## config.mk

```make
export PLATFORM = sky130hd
export DESIGN_NAME = store_rmw_ctrl_flat
export DESIGN_NICKNAME = d
export VERILOG_FILES = /design/src/rtl/store_rmw_ctrl_if.sv /design/src/rtl/store_rmw_ctrl.sv /design/src/flat_wrapper.sv
export SDC_FILE = /design/constraint.sdc
export NUM_CORES = 1
export LEC_CHECK = 0
export BUFFER_PORTS_ARGS = -buffer_cell sky130_fd_sc_hd__buf_2
export CAP_MARGIN = 25
export CORE_MARGIN = 2
export CORE_UTILIZATION = 50
export CTS_BUF_LIST = sky130_fd_sc_hd__clkbuf_4
export CTS_CLUSTER_DIAMETER = 40
export DETAILED_ROUTE_END_ITERATION = 8
export PLACE_DENSITY_LB_ADDON = 0.05
export SLEW_MARGIN = 20
export SYNTH_ARGS = -nofsm -noshare
export SYNTH_HDL_FRONTEND = slang
export SYNTH_SLANG_ARGS = --single-unit
```

## constraint.sdc

```tcl
create_clock -name clk -period 2.4 [get_ports clk]
set_clock_uncertainty 0.15 [all_clocks]
set_input_delay 0.12 -clock clk [delete_from_list [all_inputs] [get_ports clk]]
set_output_delay 0.12 -clock clk [all_outputs]
set_load 0.01 [all_outputs]
```

## src/rtl/store_rmw_ctrl_if.sv

```systemverilog
// store_rmw_ctrl_if -- request/RAM bus bundle for store_rmw_ctrl.
//   Request side : req_valid, req_ready, req_addr, req_mask, req_wdata
//   RAM side     : ram_addr, ram_re, ram_rdata, ram_rvalid, ram_we, ram_wdata
//   Status       : done, err
// Modport slave is the controller's view, modport master is the
// requester/RAM environment's view.
interface store_rmw_ctrl_if;
  logic        req_valid;
  logic        req_ready;
  logic [31:0] req_addr;
  logic [1:0]  req_mask;
  logic [31:0] req_wdata;
  logic [31:0] ram_addr;
  logic        ram_re;
  logic [31:0] ram_rdata;
  logic        ram_rvalid;
  logic        ram_we;
  logic [31:0] ram_wdata;
  logic        done;
  logic        err;

  modport slave (
    input  req_valid, req_addr, req_mask, req_wdata, ram_rdata, ram_rvalid,
    output req_ready, ram_addr, ram_re, ram_we, ram_wdata, done, err
  );

  modport master (
    output req_valid, req_addr, req_mask, req_wdata, ram_rdata, ram_rvalid,
    input  req_ready, ram_addr, ram_re, ram_we, ram_wdata, done, err
  );
endinterface

```

## src/rtl/store_rmw_ctrl.sv

```systemverilog
// store_rmw_ctrl -- store controller performing read-modify-write for
// byte/half stores into a word-wide RAM.
//   clk   : single clock, rising edge
//   rst_n : asynchronous active-low reset
//   bus   : store_rmw_ctrl_if.slave (request handshake, RAM port, done/err)
// Parameter WAIT_MAX: WAIT cycles allowed for ram_rvalid before timeout.
// Optional feature macro STORE_MISALIGN_CHECK_EN: misaligned half/word
// stores complete immediately with err and no RAM access. Without it the
// misaligned low address bits are simply ignored.
// All outputs are registers loaded from the next-state decode, so they
// line up with the state they belong to.
module store_rmw_ctrl #(
  parameter int WAIT_MAX = 15
) (
  input  logic             clk,
  input  logic             rst_n,
  store_rmw_ctrl_if.slave  bus
);

  localparam int CW = $clog2(WAIT_MAX + 1);
  localparam logic [CW-1:0] WAIT_LIM = CW'(WAIT_MAX);

  typedef enum logic [2:0] {
    IDLE  = 3'd0,
    READ  = 3'd1,
    WAIT  = 3'd2,
    WRITE = 3'd3,
    DONE  = 3'd4
  } state_t;

  state_t         state_r, state_nx_s;
  logic [31:0]    addr_r, wdata_r;
  logic [1:0]     mask_r;
  logic [CW-1:0]  cnt_r, cnt_nx_s;
  logic           accept_s, misalign_s, err_nx_s;
  logic [31:0]    wdata_nx_s, addr_nx_s;

  logic           req_ready_r, ram_re_r, ram_we_r, done_r, err_r;
  logic [31:0]    ram_addr_r, ram_wdata_r;

  // Merge store data into the read word according to width and lane.
  function automatic logic [31:0] merge_word(input logic [1:0]  mask,
                                             input logic [1:0]  lane,
                                             input logic [31:0] wd,
                                             input logic [31:0] rd);
    logic [31:0] m;
    m = rd;
    if (mask[1]) begin
      m = wd;
    end else if (mask[0]) begin
      if (lane[1]) m = {wd[15:0], rd[15:0]};
      else         m = {rd[31:16], wd[15:0]};
    end else begin
      case (lane)
        2'd0:    m[7:0]   = wd[7:0];
        2'd1:    m[15:8]  = wd[7:0];
        2'd2:    m[23:16] = wd[7:0];
        2'd3:    m[31:24] = wd[7:0];
        default: m = rd;
      endcase
    end
    return m;
  endfunction

  assign accept_s = bus.req_valid && (state_r == IDLE);

  // Misaligned-request detection (only active with the optional check).
  always_comb begin
`ifdef STORE_MISALIGN_CHECK_EN
    if (bus.req_mask[1])      misalign_s = (bus.req_addr[1:0] != 2'b00);
    else if (bus.req_mask[0]) misalign_s = bus.req_addr[0];
    else                      misalign_s = 1'b0;
`else
    misalign_s = 1'b0;
`endif
  end

  // State register.
  always_ff @(posedge clk or negedge rst_n) begin
    if (!rst_n) state_r <= IDLE;
    else        state_r <= state_nx_s;
  end

  // Next-state, wait counter and next output values.
  always_comb begin
    state_nx_s = state_r;
    cnt_nx_s   = cnt_r;
    err_nx_s   = 1'b0;
    wdata_nx_s = 32'h0000_0000;
    case (state_r)
      IDLE: begin
        if (accept_s) begin
          if (misalign_s) begin
            state_nx_s = DONE;
            err_nx_s   = 1'b1;
          end else if (bus.req_mask[1]) begin
            state_nx_s = WRITE;
            wdata_nx_s = bus.req_wdata;
          end else begin
            state_nx_s = READ;
          end
        end else begin
          state_nx_s = IDLE;
        end
      end
      READ: begin
        state_nx_s = WAIT;
        cnt_nx_s   = CW'(1'b1);
      end
      WAIT: begin
        if (bus.ram_rvalid) begin
          state_nx_s = WRITE;
          cnt_nx_s   = '0;
          // Merge straight from the bus so the write word is ready in WRITE.
          wdata_nx_s = merge_word(mask_r, addr_r[1:0], wdata_r, bus.ram_rdata);
        end else if (cnt_r >= WAIT_LIM) begin
          state_nx_s = DONE;
          cnt_nx_s   = '0;
          err_nx_s   = 1'b1;
        end else begin
          cnt_nx_s   = cnt_r + CW'(1'b1);
        end
      end
      WRITE:   state_nx_s = DONE;
      DONE:    state_nx_s = IDLE;
      default: state_nx_s = IDLE;
    endcase
  end

  // The accepting cycle addresses from the bus, later cycles from the latch.
  assign addr_nx_s = accept_s ? bus.req_addr : addr_r;

  // Request latch and wait counter.
  always_ff @(posedge clk or negedge rst_n) begin
    if (!rst_n) begin
      addr_r  <= 32'h0000_0000;
      wdata_r <= 32'h0000_0000;
      mask_r  <= 2'b00;
      cnt_r   <= '0;
    end else begin
      cnt_r <= cnt_nx_s;
      if (accept_s) begin
        addr_r  <= bus.req_addr;
        wdata_r <= bus.req_wdata;
        mask_r  <= bus.req_mask;
      end
    end
  end

  // Registered outputs decoded from the next state.
  always_ff @(posedge clk or negedge rst_n) begin
    if (!rst_n) begin
      req_ready_r <= 1'b1;
      ram_re_r    <= 1'b0;
      ram_we_r    <= 1'b0;
      done_r      <= 1'b0;
      err_r       <= 1'b0;
      ram_addr_r  <= 32'h0000_0000;
      ram_wdata_r <= 32'h0000_0000;
    end else begin
      req_ready_r <= (state_nx_s == IDLE);
      ram_re_r    <= (state_nx_s == READ);
      ram_we_r    <= (state_nx_s == WRITE);
      done_r      <= (state_nx_s == DONE);
      err_r       <= err_nx_s;
      ram_wdata_r <= wdata_nx_s;
      if ((state_nx_s == READ) || (state_nx_s == WAIT) || (state_nx_s == WRITE))
        ram_addr_r <= {addr_nx_s[31:2], 2'b00};
      else
        ram_addr_r <= 32'h0000_0000;
    end
  end

  assign bus.req_ready = req_ready_r;
  assign bus.ram_re    = ram_re_r;
  assign bus.ram_we    = ram_we_r;
  assign bus.done      = done_r;
  assign bus.err       = err_r;
  assign bus.ram_addr  = ram_addr_r;
  assign bus.ram_wdata = ram_wdata_r;

endmodule

```

## src/flat_wrapper.sv

```systemverilog
// flat-port wrapper written by rule: the top's interface ports become plain ports
module store_rmw_ctrl_flat 
#(
  parameter int WAIT_MAX = 15
)
  (clk, rst_n, bus_req_valid, bus_req_addr, bus_req_mask, bus_req_wdata, bus_ram_rdata, bus_ram_rvalid, bus_req_ready, bus_ram_addr, bus_ram_re, bus_ram_we, bus_ram_wdata, bus_done, bus_err);
  store_rmw_ctrl_if bus_i ();
  input  logic clk;
  input  logic rst_n;
  input wire logic [$bits(bus_i.req_valid)-1:0] bus_req_valid;
  input wire logic [$bits(bus_i.req_addr)-1:0] bus_req_addr;
  input wire logic [$bits(bus_i.req_mask)-1:0] bus_req_mask;
  input wire logic [$bits(bus_i.req_wdata)-1:0] bus_req_wdata;
  input wire logic [$bits(bus_i.ram_rdata)-1:0] bus_ram_rdata;
  input wire logic [$bits(bus_i.ram_rvalid)-1:0] bus_ram_rvalid;
  output wire logic [$bits(bus_i.req_ready)-1:0] bus_req_ready;
  output wire logic [$bits(bus_i.ram_addr)-1:0] bus_ram_addr;
  output wire logic [$bits(bus_i.ram_re)-1:0] bus_ram_re;
  output wire logic [$bits(bus_i.ram_we)-1:0] bus_ram_we;
  output wire logic [$bits(bus_i.ram_wdata)-1:0] bus_ram_wdata;
  output wire logic [$bits(bus_i.done)-1:0] bus_done;
  output wire logic [$bits(bus_i.err)-1:0] bus_err;
  assign bus_i.req_valid = bus_req_valid;
  assign bus_i.req_addr = bus_req_addr;
  assign bus_i.req_mask = bus_req_mask;
  assign bus_i.req_wdata = bus_req_wdata;
  assign bus_i.ram_rdata = bus_ram_rdata;
  assign bus_i.ram_rvalid = bus_ram_rvalid;
  assign bus_req_ready = bus_i.req_ready;
  assign bus_ram_addr = bus_i.ram_addr;
  assign bus_ram_re = bus_i.ram_re;
  assign bus_ram_we = bus_i.ram_we;
  assign bus_ram_wdata = bus_i.ram_wdata;
  assign bus_done = bus_i.done;
  assign bus_err = bus_i.err;
  store_rmw_ctrl #(.WAIT_MAX(WAIT_MAX)) u_core (.clk(clk), .rst_n(rst_n), .bus(bus_i));
endmodule
```

---- Yosys cells after proc, flatten, opt, wreduce, memory -nomap -nowiden ----
Cells that the tools add are included.
word-level totals
  output and inout port bits .............. 69
  register bits ........................... 142
cells by class
  equal/unequal tests ..................... 10
  add/sub/neg operators ................... 1
  $lt $le $gt $ge ......................... 1
  reduce and logical (&&, ||, !) cells .... 7
  multiplexer cells ....................... 24
operators by type and width
  cell                                                              count
  32-bit two-way mux                                                8
  32-bit case mux with 2 select lines                               1
  8-bit two-way mux                                                 4
  3-bit by 2-bit == test with 1-bit output (second input constant)  4
  3-bit case mux with 4 select lines                                1
  4-bit two-way mux                                                 2
  4-bit case mux with 2 select lines                                1
  3-bit by 1-bit == test with 1-bit output (second input constant)  2
  3-bit logical NOT                                                 2
  3-bit two-way mux                                                 2
  4-bit by 1-bit adder with 4-bit output (second input constant)    1
  2-bit == test (second input constant)                             2
  4-bit >= comparator (second input constant)                       1
  2-bit two-way mux                                                 2
  3-bit == test (second input constant)                             1
  1-bit two-way mux                                                 3
  2-bit by 1-bit == test with 1-bit output (second input constant)  1
  2-bit logical NOT                                                 1
  1-bit logical OR                                                  2
  2-bit nonzero test                                                1
  1-bit logical AND                                                 1

---- Logic depth before layout (Yosys ltp) ----
  depth in word-level cells ............... 8
  depth in mapped cells ................... 6
  mapped depth without buffers ............ 4

---- Least setup slack after synthesis ----
Ideal clock, no wire load.
  kind .................................... register to register
  from .................................... reg u_core.state_r[0]
  to ...................................... reg u_core.wdata_r[0]
  slack ................................... 0.680 ns
  required time ........................... 2.122 ns
  arrival time ............................ 1.443 ns
  period minus slack after synthesis ...... 1.720 ns
  cell stages (with the launch flop) ...... 5
  cell sequence ........................... dfrtp_1 nor4b_2 buf_4 buf_4 mux2_1
on the way
  word-level cells in the longest chain between the ends .. 2
RTL lines
  what                    line                   source
  start, declared         store_rmw_ctrl.sv:31   state_t state_r, state_nx_s;
  start signal, assigned  store_rmw_ctrl.sv:81   else state_r <= state_nx_s;
  3-bit logical NOT       store_rmw_ctrl.sv:65   assign accept_s = bus.req_valid && (state_r == IDLE);
  1-bit logical AND       store_rmw_ctrl.sv:65
  end signal, assigned    store_rmw_ctrl.sv:144  wdata_r <= bus.req_wdata;
  end, declared           store_rmw_ctrl.sv:32   logic [31:0] addr_r, wdata_r;
No other way between the ends.
A chain may end at the register's enable or synchronous reset.

---- Worst setup path after layout ----
  from .................................... reg u_core.state_r[0]
  to ...................................... reg u_core.ram_wdata_r[27] (netlist: u_core.bus.ram_wdata[27])
on the way
  word-level cells in the longest chain between the ends .. 4
  elaborated cells between the ends (all ways) .. 5
  those cells by class .................... eq/ne: 1; mux: 2; reduce/logical: 2
RTL lines
  what                                     line                                        source
  3-bit logical NOT                        store_rmw_ctrl.sv:65, store_rmw_ctrl.sv:90
  1-bit logical AND                        store_rmw_ctrl.sv:65
  32-bit two-way mux                       store_rmw_ctrl.sv:92                        if (accept_s) begin
  32-bit case mux with 2 select lines (*)  store_rmw_ctrl.sv:90                        case (state_r)
  named net u_core.wdata_nx_s[27]          store_rmw_ctrl.sv:36                        logic [31:0] wdata_nx_s, addr_nx_s;
  end signal, assigned                     store_rmw_ctrl.sv:166                       ram_wdata_r <= wdata_nx_s;
  end, declared                            store_rmw_ctrl.sv:39                        logic [31:0] ram_addr_r, ram_wdata_r;
Mark *: on every way through the listed nets, which the timed path passes. The rest lies on a longest branch.

==> results.py <==
metrics = {
    "power_and_ir_drop": {
        "power_switching_mw": 3.749,
        "power_mw": 9.540,
        "p_sw_share_pct": 39.30,
        "p_seq_share_pct": 43.2,
        "power.density_nw_per_um2": 1119,
        "leakage_nw": 4.020,
        "p_comb_share_pct": 42.9,
        "clockPowerShare_pct": 13.8,
        "ir_worst_vdd_mv": 1.045,
        "p_int_mw": 5.791,
    },
    "drt": {
        "routed-via-count": 5169,
        "via_per_inst": 5.274,
        "wire_per_inst_um": 16.94,
        "drtPass1Iterations": 5,
        "drcViolationCount": 0,
        "drt_iter0_markers": 426,
        "drt_wl_total_um": 16610,
        "antenna_violating_nets_post_route": 0,
    },
    "synth": {
        "yosys.area_share.simple_pct": 10.85,
        "synth_adder_area_share_pct": 0.2013,
        "synth_top_family_by_area": "compound AO/OA/AOI/OAI gates",
        "synthArstFlopShare_pct": 100.0,
        "synth_area_um2": 6215,
        "synth_warnings": 0,
        "synth_seq_area_share_pct": 56.39,
        "syn_avg_cell_area_um2": 11.64,
        "synth_compound_area_share_pct": 15.10,
        "synth-seq-cells": 140,
        "synth_edf_count": 0,
        "synthMuxAreaShare_pct": 11.25,
        "ys_types": 52,
        "synth_xor_area_share_pct": 0,
        "ys.flop_type": "dfrtp_1",
        "synthCells": 534,
    },
    "layout": {
        "final_common_cell": "buf_2",
        "drive_gt1_share_pct": 28.48,
        "fin_nets": 904,
        "syn_to_final_growth_pct": 37.21,
        "layout_common_cells": "buf_2 (167), dfrtp_1 (138), dlygate4sd3_1 (104)",
    },
    "global_route": {
        "antenna_found_initial": 0,
        "grt_max_degree": 51,
        "grt_pass1_vias": 5284,
        "grt.overflow.total": 0,
        "grt_pass1_wl_um": 26480,
        "grt_usage_pct": 26.01,
    },
    "setup_path": {
        "slowest_stage": "dlygate4sd3_1",
        "cp.required_ns": 2.73,
        "max_stage_delay_ns": 0.56,
        "crit_fanout": 35,
        "critical_path_arrival_ns": 2.59,
        "crit_family": "buffers and inverters",
        "path_class": "reg -> reg",
        "worst_setup_path_start_kind": "flop",
        "r2r_start": "u_core.state_r[0]",
        "critPathBufInv": 2,
        "worstReg2RegEnd": "u_core.bus.ram_wdata[27]",
        "cp_cell_sequence": "nor4b_4, buf_12, a32oi_1, o21ai_1, dlygate4sd3_1",
        "crit_path_end_kind": "flop",
        "reg2reg_slack_ns": 0.13,
        "rr_worst_depth": 5,
    },
    "placement": {
        "preCtsSetupSlack_ns": 0.3191,
        "gp_congestion": 0.8029,
        "dp_hpwl_um": 10410,
        "port_buffers": 168,
    },
    "clocking": {
        "cts_buffers": 17,
        "clock_latency_ns": 0.53,
        "h-tree-depth": 4,
        "clock_sinks": 140,
        "clockBufferDepth": 2,
        "cts.clk_slew.worst_paths_ns": 0.11,
        "cts_tree": "yes",
        "post_cts_buffers": 0,
        "cts-root-buf": "clkbuf_4",
    },
    "sta": {
        "rsz0062_at_grt": "false",
        "relSlewSlack_pct": 52.53,
        "tns_ns": 0,
        "layout_min_cycle_time_ns": 2.266,
        "setup_slack_ns": 0.1344,
        "worstMarginPinSlew_ns": 0.7120,
        "setup_viol": 0,
        "max_freq_mhz": 441.4,
        "min_period_over_period_pct": 94.40,
        "hold_violations": 0,
        "drv_slew": 0,
    },
    "floorplanning": {
        "die_area_um2": 13340,
        "rows": 40,
        "die_w_um": 115.5,
        "core_region_area_um2": 12060,
        "io_pins": 171,
        "initial_utilization_pct": 51.52,
        "die_h_um": 115.5,
    },
    "hold_path": {
        "worstHoldStart": "bus_req_wdata[5]",
        "holdPathStages": 3,
        "min_path_type": "in -> reg",
        "min_to": "u_core.wdata_r[5]",
    },
    "status": {
        "status": "finished, final reports clean",
    },
    "flow_run": {
        "cap_viol_max_count": 0,
    },
}
-- layer usage --
metal / vias up / global-route usage (%) / routed length, um
met4: 0 / 10.84 / 403
met1: 2503 / 33.60 / 6836
met3: 31 / 6.328 / 1126
met5: - / 0 / 0
li1: 2424 / - / -
met2: 211 / 42.26 / 8238
-- worst min-delay path: stages --
cell and delay [ns]:
dlygate4sd3_1 0.51, buf_2 0.10, mux2_1 0.12
-- worst max-delay path by stage --
stage,from,to,slack [ns],cells after the start
global route,u_core.mask_r[1],u_core.bus.ram_wdata[27],0.01,4
detailed placement,u_core.state_r[0],u_core.bus.ram_addr[6],0.32,5
global placement,u_core.state_r[1],u_core.bus.ram_addr[21],0.35,4
finish,u_core.state_r[0],u_core.bus.ram_wdata[27],0.13,5
floorplan,u_core.state_r[0],u_core.wdata_r[0],0.68,4
CTS,u_core.addr_r[0],u_core.bus.ram_wdata[30],0.03,4
-- cells in the mapped netlist, types with 11 or more instances --
cell	number	area [um2]
dfrtp_1	139	3478
nor2_1	42	157.7
inv_1	33	123.9
mux2_1	32	360.4
mux2i_1	29	290.3
nand2b_1	18	112.6
o211ai_1	16	120.1
buf_2	14	70.07
nand2_1	14	52.55
buf_4	13	97.59
o21ai_0	13	65.06
clkbuf_1	12	45.04
a21oi_1	11	55.05
-- registers in the layout, indices dropped and copies added (netlist names) --
| signal | count |
|---|---|
| u_core.addr_r | 32 |
| u_core.bus.done | 1 |
| u_core.bus.err | 1 |
| u_core.bus.ram_addr | 30 |
| u_core.bus.ram_re | 1 |
| u_core.bus.ram_wdata | 32 |
| u_core.bus.ram_we | 1 |
| u_core.bus.req_ready | 1 |
| u_core.cnt_r | 4 |
| u_core.mask_r | 2 |
| u_core.state_r | 3 |
| u_core.wdata_r | 32 |
-- what timing repair did --
item,in CTS,in global routing
hold buffers,105,0
gates resized for setup,0,2
setup endpoints to repair,0,2
hold endpoints to repair,279,0
-- cell families (layout without fill, tap and decap cells) --
group / after synthesis / after routing
flip-flops: 140 / 140
AO/OA/AOI/OAI: 127 / 127
AND/OR/NAND/NOR: 122 / 122
buffers and inverters: 78 / 354
multiplexers: 65 / 65
adder cells (fa/ha/maj): 1 / 1
other: 1 / 3
-- metrics by stage --
stage / cells / util (%) / instance area, um2 / hold WS [ns]
floorplan: 535 / - / 6218 / -0.3256
global placement: 845 / 59.90 / 7224 / -0.05506
detailed placement: 845 / 59.90 / 7224 / -0.04731
CTS: 979 / 70.63 / 8519 / 0.1390
global route: 979 / 70.67 / 8524 / 0.1650
finish: 980 / 70.70 / 8527 / 0.2033
-- area by class of cell --
| cell class | instances | area (um2) |
|---|---|---|
| Multi-Input combinational cell | 317 | 2341 |
| Clock inverter | 9 | 76.32 |
| Antenna cell | 1 | 2.502 |
| Clock buffer | 20 | 150.1 |
| Timing Repair Buffer | 290 | 2106 |
| Sequential cell | 140 | 3506 |
| Inverter | 35 | 135.1 |
| Fill cell | 896 | 3535 |
| Tap cell | 168 | 210.2 |
-- power groups by stage --
| stage | combinational, mW | sequential (mW) | clock [mW] |
|---|---|---|---|
| floorplan | 2.66 | 4.06 | 0 |
| global placement | 3.82 | 4.12 | 0 |
| detailed placement | 3.93 | 4.15 | 0 |
| CTS | 4.09 | 4.11 | 1.37 |
| global route | 4.53 | 4.24 | 1.46 |
| finish | 4.10 | 4.12 | 1.32 |
Power figures use the tool's default switching activity.
